[src/rtl/hazard_scoreboard.sv]
// hazard_scoreboard
// Hazard detection and forwarding unit for a five-stage pipeline, with a
// tracker for one multi-cycle unit (MDU) and a saturating stall counter.
//
// Ports
//   clk, reset                      clock, synchronous active-high reset
//   rs_d, rt_d, rs_e, rt_e          source registers in D and E
//   writereg_e/_m/_w                destination registers in E, M, W
//   memtoreg_e/_m, regwrite_e/_m/_w,
//   branch_d                        stage control bits
//   mdu_op_d, mdu_start_e,
//   mdu_dest_e                      MDU instruction in D / issuing from E
//   perf_clr                        clears stall_count
//   forwarda_d, forwardb_d          D-stage forward from M
//   forwarda_e, forwardb_e          E-stage select: 10 = M, 01 = W, 00 = RF
//   stall_f, stall_d, flush_e       pipeline control
//   mdu_busy, mdu_done, mdu_dest,
//   mdu_err                         MDU tracker status
//   stall_count                     number of stalled cycles (saturating)
//   mdu_state_dbg                   raw MDU FSM state for observation
//
// Handshake: the MDU has no back-pressure. mdu_start_e is a single-cycle
// issue strobe; it is accepted in IDLE or DONE and rejected (flagging
// mdu_err) in BUSY. mdu_done is a one-cycle result-valid pulse.
`timescale 1ns/1ps
module hazard_scoreboard #(
  parameter int AW      = 5,
  parameter int MDU_LAT = 4,
  parameter int CW      = 16
) (
  input  logic          clk,
  input  logic          reset,
  input  logic [AW-1:0] rs_d,
  input  logic [AW-1:0] rt_d,
  input  logic [AW-1:0] rs_e,
  input  logic [AW-1:0] rt_e,
  input  logic [AW-1:0] writereg_e,
  input  logic [AW-1:0] writereg_m,
  input  logic [AW-1:0] writereg_w,
  input  logic          memtoreg_e,
  input  logic          memtoreg_m,
  input  logic          regwrite_e,
  input  logic          regwrite_m,
  input  logic          regwrite_w,
  input  logic          branch_d,
  input  logic          mdu_op_d,
  input  logic          mdu_start_e,
  input  logic [AW-1:0] mdu_dest_e,
  input  logic          perf_clr,
  output logic          forwarda_d,
  output logic          forwardb_d,
  output logic [1:0]    forwarda_e,
  output logic [1:0]    forwardb_e,
  output logic          stall_f,
  output logic          stall_d,
  output logic          flush_e,
  output logic          mdu_busy,
  output logic          mdu_done,
  output logic [AW-1:0] mdu_dest,
  output logic          mdu_err,
  output logic [CW-1:0] stall_count,
  output logic [1:0]    mdu_state_dbg
);

  typedef enum logic [1:0] {
    S_IDLE = 2'd0,
    S_BUSY = 2'd1,
    S_DONE = 2'd2
  } mdu_state_t;

  localparam logic [7:0] LAT_M1 = 8'(MDU_LAT - 1);

  mdu_state_t    state_q;
  logic [7:0]    cnt_q;
  logic [AW-1:0] dest_q;
  logic          err_q;
  logic          busy_q;
  logic          done_q;
  logic [CW-1:0] count_q;
  logic [CW-1:0] count_d;

  logic lwstall;
  logic branchstall;
  logic mdustall;

  // ---------------- forwarding ----------------
  // Register 0 is hard-wired zero, so a match on it never forwards.
  function automatic logic [1:0] fwd_e(input logic [AW-1:0] src);
    if (src != '0 && regwrite_m && writereg_m == src)      return 2'b10;
    else if (src != '0 && regwrite_w && writereg_w == src) return 2'b01;
    else                                                    return 2'b00;
  endfunction

  assign forwarda_e = fwd_e(rs_e);
  assign forwardb_e = fwd_e(rt_e);
  assign forwarda_d = (rs_d != '0) && regwrite_m && (writereg_m == rs_d);
  assign forwardb_d = (rt_d != '0) && regwrite_m && (writereg_m == rt_d);

  // ---------------- stalls ----------------
  assign lwstall = memtoreg_e && (rt_e != '0) && ((rt_e == rs_d) || (rt_e == rt_d));

  // Branches resolve in D, so they must wait for an ALU result still in E
  // or a load result still in M.
  assign branchstall = branch_d &&
    ((regwrite_e && (writereg_e != '0) && ((writereg_e == rs_d) || (writereg_e == rt_d))) ||
     (memtoreg_m && (writereg_m != '0) && ((writereg_m == rs_d) || (writereg_m == rt_d))));

  // In DONE the result is already on its way through writeback, so only
  // BUSY holds dependent or competing MDU instructions in D.
  assign mdustall = busy_q &&
    (mdu_op_d || ((dest_q != '0) && ((dest_q == rs_d) || (dest_q == rt_d))));

  assign stall_d = lwstall || branchstall || mdustall;
  assign stall_f = stall_d;
  assign flush_e = stall_d;

  // ---------------- MDU tracker ----------------
  // busy_q/done_q are registered alongside the state so they change only
  // on clock edges.
  always_ff @(posedge clk) begin
    if (reset) begin
      state_q <= S_IDLE;
      cnt_q   <= '0;
      dest_q  <= '0;
      err_q   <= 1'b0;
      busy_q  <= 1'b0;
      done_q  <= 1'b0;
    end else begin
      case (state_q)
        S_IDLE: begin
          if (mdu_start_e) begin
            state_q <= S_BUSY;
            dest_q  <= mdu_dest_e;
            cnt_q   <= LAT_M1;
            busy_q  <= 1'b1;
          end
        end
        S_BUSY: begin
          if (mdu_start_e) err_q <= 1'b1;
          if (cnt_q == '0) begin
            state_q <= S_DONE;
            busy_q  <= 1'b0;
            done_q  <= 1'b1;
          end else begin
            cnt_q <= cnt_q - 8'd1;
          end
        end
        S_DONE: begin
          done_q <= 1'b0;
          if (mdu_start_e) begin
            state_q <= S_BUSY;
            dest_q  <= mdu_dest_e;
            cnt_q   <= LAT_M1;
            busy_q  <= 1'b1;
          end else begin
            state_q <= S_IDLE;
          end
        end
        default: begin
          state_q <= S_IDLE;
          busy_q  <= 1'b0;
          done_q  <= 1'b0;
        end
      endcase
    end
  end

  assign mdu_busy      = busy_q;
  assign mdu_done      = done_q;
  assign mdu_dest      = dest_q;
  assign mdu_err       = err_q;
  assign mdu_state_dbg = state_q;

  // ---------------- stall counter ----------------
  always_comb begin
    count_d = count_q;
    if (perf_clr)                      count_d = '0;
    else if (stall_d && count_q != '1) count_d = count_q + CW'(1);
  end

  always_ff @(posedge clk) begin
    if (reset) count_q <= '0;
    else       count_q <= count_d;
  end

  assign stall_count = count_q;

endmodule

[config.mk]
export PLATFORM = sky130hd
export DESIGN_NAME = hazard_scoreboard
export DESIGN_NICKNAME = d
export VERILOG_FILES = /design/src/rtl/hazard_scoreboard.sv
export SDC_FILE = /design/constraint.sdc
export NUM_CORES = 1
export LEC_CHECK = 0
export ABC_AREA = 1
export BUFFER_PORTS_ARGS = -buffer_cell sky130_fd_sc_hd__buf_2
export CAP_MARGIN = 10
export CORE_ASPECT_RATIO = 2
export CORE_MARGIN = 2
export CORE_UTILIZATION = 45
export DETAILED_ROUTE_END_ITERATION = 16
export PLACE_DENSITY = 0.76
export SYNTH_ARGS = -nofsm -noshare
export SYNTH_HDL_FRONTEND = slang
export SYNTH_SLANG_ARGS = --single-unit
[constraint.sdc]
create_clock -name clk -period 4.8 [get_ports clk]
set_input_delay 0.24 -clock clk [delete_from_list [all_inputs] [get_ports clk]]
set_output_delay 0.24 -clock clk [all_outputs]
set_load 0.1 [all_outputs]
Yosys cells after proc, flatten, opt, wreduce, memory -nomap -nowiden
Index checks and enable logic that the tools add are counted.
Widths: inputs -> output; s select.
- output and inout port bits: 35
- logic and storage cells: 93
- register bits: 34
- bitwise logic cells: 1
- reductions and logical operators: 48
- multiplexer cells: 16
- add/sub/neg operators: 2
- equal/unequal tests: 19
- operators by type and width (cell ; count):
    $eq 5x5->1 ; 12
    $reduce_bool 5->1 ; 7
    $logic_and 1x1->1 ; 22
    $add 16x1->16 const B ; 1
    $mux 8 ; 2
    $ne 16x16->1 const B ; 1
    $pmux 8 s2 ; 1
    $reduce_and 2->1 ; 5
    $logic_not 8->1 ; 1
    $logic_or 1x1->1 ; 8
    $mux 2 ; 4
    $sub 8x1->8 const B ; 1
    $mux 1 ; 6
    $ne 2x2->1 const B ; 3
    $pmux 2 s3 ; 1
    $pmux 1 s2 ; 2
    $reduce_or 2->1 ; 2
    $reduce_and 3->1 ; 1
    $eq 2x1->1 const B ; 1
    $eq 2x2->1 const B ; 1
    $logic_not 2->1 ; 1
    $ne 2x1->1 const B ; 1
    $reduce_bool 2->1 ; 1
    $not 1->1 ; 1

Depth between registers and ports, before layout
- word-level depth: 8
- mapped depth: 16
- mapped depth without buffers: 14

Least setup slack after synthesis
OpenSTA, ideal clock, no wires.
- path kind: in2out
- start point: in rt_e[0]
- end point: out forwardb_e[0]
- data required time: 4.560 ns
- arrival: 7.817 ns
- path slack: -3.257 ns
- buffers on the path: 1
- cell stages on the path: 6
- cells stage by stage: buf_2 -> nor2_1 -> nand4_1 -> o2111ai_1 -> a2111oi_0 -> nor2_1
- longest elaborated chain between the ends: 5
- RTL lines (what ; line ; source):
    start, declared ; 36 ; input logic [AW-1:0] rt_e,
    $reduce_bool 5->1 ; 89, 90 ;
    $logic_and 1x1->1 (2 in series) ; 90 ; else if (src != '0 && regwrite_w && writereg_w == src) return 2'b01;
    $mux 1 ; 90 ;
    $mux 2 (*) ; 89 ; if (src != '0 && regwrite_m && writereg_m == src) return 2'b10;
    end, declared ; 53 ; output logic [1:0] forwardb_e,
Every way passes the cells marked *; elsewhere a longest branch is shown, timed or not.

Worst setup path in the final report
- start point: reg dest_q[1], in the netlist mdu_dest[1]
- end point: out flush_e
- longest elaborated chain between the ends: 6
- RTL lines (what ; line ; source):
    start, declared ; 75 ; logic [AW-1:0] dest_q;
    start signal, assigned ; 133 ; dest_q <= mdu_dest_e;
    start signal, assigned ; 152 ; dest_q <= mdu_dest_e;
    $eq 5x5->1 ; 111 ; (mdu_op_d || ((dest_q != '0) && ((dest_q == rs_d) || (dest_q == rt_d))));
    $logic_or 1x1->1 ; 111 ;
    $logic_and 1x1->1 (*) ; 111 ;
    $logic_or 1x1->1 (*) ; 111 ;
    $logic_and 1x1->1 (*) ; 110 ; assign mdustall = busy_q &&
    $logic_or 1x1->1 (*) ; 113 ; assign stall_d = lwstall || branchstall || mdustall;
    end, declared ; 56 ; output logic flush_e,
Marked as above.

==> impl_metrics.ini <==
[run_status]
result_of_the_run = finished, final reports clean

[timing]
final.min_clock_period_ns = 2.56
final_hold_viol_count = 0
report.final.setup_viol = 0
final_max_tran_viols = 0
max_clock_freq_mhz = 390
post-route-period-util_pct = 53.4
hold_ws_ns = 0.197
max_slew_headroom_pct = 29.3
skew_ns = 0.00476
worst-slew-pin-transition_ns = 1.06
grt_setup_unrepaired = no
setup_total_negative_slack_ns = 0

[grt]
global_route_overflow = 0
first_pass_grt_wire_length_mm = 12.6
maximum_number_of_pins_on_one_net_before_global_route_repair = 34
globalRouteTotalUtil_pct = 25.2
grt_antenna_before_repair = 0
grt_pass1_vias = 2872

[cts]
ctsResizeCount = 0
ctsRootBufferMaster = clkbuf_16
cts_setup_buffers = 0
clock_sinks = 34
tritoncts.num_buffers = 5
cts_max_level = 2
tritoncts = built
clkLatencyLatePin_ns = 0.28
clockBufferDepth = 2
clk_slew_on_worst_s_h_paths_ns = 0.05
cts_hold_buf = 0

[place]
gp_congestion = 0.921
buffer_ports.inserted = 85
hpwl_mm = 6.48

[cells_and_area]
finish.net_count = 591
fillCellCount = 594
seqCellArea_um2 = 681
final_core_util_pct = 57.3
num_antenna_cells = 0
flow.area_growth_from_synthesis_pct = 22.4
drive_above_1_share_pct = 20.8
multi_input_area_um2 = 1670

[hold_path]
hold_path_depth = 3
worst_hold_path.endpoint = mdu_err
hold_path_start = mdu_start_e
min-delay-path-class = input port to flop

[logic_synthesis]
mappedNetlistNets = 512
synthTopCellsByCount = nand2_1, nor2_1, inv_1
mux_contribution_to_synthesized_area_pct = 0
seq_area_frac_synth_pct = 25.5
synth_top_area_cell = dfxtp_1
synth-seq-cells = 34
synth_most_common_cell = nand2_1
synthesis.instances = 458
post_synth_num_cell_types = 35
avgSynthCellArea_um2 = 5.84
largest_family_of_logic_cells_by_synthesized_area = simple AND/OR/NAND/NOR gates
synth-simple-area-share_pct = 42.4
dominantRegCellSynth = dfxtp_1
synthXorXnorAreaFrac_pct = 6.55
synthesis.yosys.warnings = 0
synth_compound_area_share_pct = 11.7
syn-cell-area_um2 = 2670
netlist.area_leader.share_pct = 25.5
synth-adder-area-share_pct = 1.40
synth-async-reset-ratio_pct = 0
synth-edff-count = 0
synthTopCellsByArea = dfxtp_1, nand2_1, nor2_1

[floorplanning]
fp.dieH_um = 113
floorplan.die_area_um2 = 6610
floorplan.initialDensity_pct = 46.8
boundaryPins = 86
rows = 39
floorplan.core_area_um2 = 5710
die_w_um = 58.5

[drt]
num_vias = 3147
dr_wl_met2_mm = 4.39
drcViolationCount = 0
detailroute.wirelength.met3_um = 419
post_drt_via_cell_ratio = 5.25
route.antenna.remaining_nets = 0
route.detailed.wl_per_inst_um = 13.4
route.layer.met1.wl_mm = 2.73
detailed_route_wl_mm = 8.04
drt_first_pass_iters = 4
drt_first_iter_violations = 138
top_layer = met4

[critical_path]
critical-path-max-stage-delay_ns = 0.53
cp_data_arrival_time_ns = 2.32
cp-end-kind = output port
critPathTopFamily = simple AND/OR/NAND/NOR gates
reg2reg_depth = 11
reg2reg_setup_slack_ns = 2.83
worst-path-max-fanout = 33
crit_path_start_kind = flop
timing.critical_path.mode_cell = nand2_1
criticalPathCategory = flop to output port
crit_buf_inv = 2
worst_r2r_startpoint = stall_count[0]
ordered_list_of_cells_on_the_worst_path = inv_1, nand2_1, nand2_1, nor2_1, nand3_1, nand2_1, nand2_1, nand2_1, nand2_1, nand3_2, buf_2
reg2reg_to = stall_count[15]
slowest_stage = buf_2
worst_ep_required_time_ns = 4.56

[job]
max_cap_violations = 0

[power]
p_leak_uw = 0.00176
pwr_density_cell_nw_per_um2 = 305
vdd.ir_drop.worst_mv = 0.341
design_power_total_uw = 997
layer usage:
metal / GRT usage, % / up-vias
met5: 0 / -
met4: 16.9 / 0
met3: 5.14 / 37
met2: 47.3 / 104
met1: 22.7 / 1391
li1: - / 1615
cell type report:
class / instances / area share (%)
Timing Repair Buffer: 85 / 13.0
Sequential cell: 34 / 20.8
Tap cell: 61 / 2.33
Multi-Input combinational cell: 344 / 51.1
Inverter: 67 / 7.69
Clock buffer: 8 / 5.09
logic make-up after synthesis:
logic type	after synthesis
and+or+nand+nor	267
buffers and inverters	80
AOI/OAI and AO/OA	54
DFF	34
xor gates and xnor gates	20
adders and majority gates	3
how the worst max path moves through the flow:
stage / from / endpoint / depth (start not counted)
finish: mdu_dest[1] / flush_e / 11
global route: mdu_dest[0] / flush_e / 11
CTS: mdu_dest[1] / flush_e / 11
detailed placement: rt_e[0] / flush_e / 8
global placement: rt_e[0] / flush_e / 8
floorplan: rt_e[0] / forwardb_e[0] / 6
worst reg2reg max path: stages, from the launching register on:
cell and delay [ns]:
dfxtp_1 0.35, ha_1 0.23, nand2_1 0.07, inv_1 0.05, nand3_1 0.12, nor2_1 0.08
nand3_2 0.21, nand2_1 0.16, nor4_1 0.32, nand3_1 0.14, nand2_1 0.10, nor2_1 0.05
report_power, final:
group          switching (µW)  internal (µW)  total (µW)
sequential               13.8            301         315
combinational             245           86.3         331
clock                     117            234         351
per-stage QoR:
stage | cell area (µm²) | cells | setup slack (ns)
2_1_floorplan | 2690 | 458 | 0.808
3_3_place_gp | 3100 | 591 | 2.50
3_5_place_dp | 3100 | 591 | 2.50
4_1_cts | 3270 | 599 | 2.23
5_1_grt | 3270 | 599 | 2.03
6_report | 3270 | 599 | 2.24
cells in the final DEF (no fill, tap or decap), drive strengths merged, types with 9 or more instances in the layout:
cell   instances
dfxtp         34
inv           67
xnor2         11
a21oi         27
nor3          12
nand2        137
nor2          68
nand3         37
buf           85
o21ai         15
xor2           9
flip-flops by register name (all words and copies together) (netlist names):
signal and count:
cnt_q 8, mdu_err 1, mdu_done 1, mdu_state_dbg 2, mdu_dest 5, mdu_busy 1, stall_count 16
No activity file was read; power rests on OpenSTA's default activity.
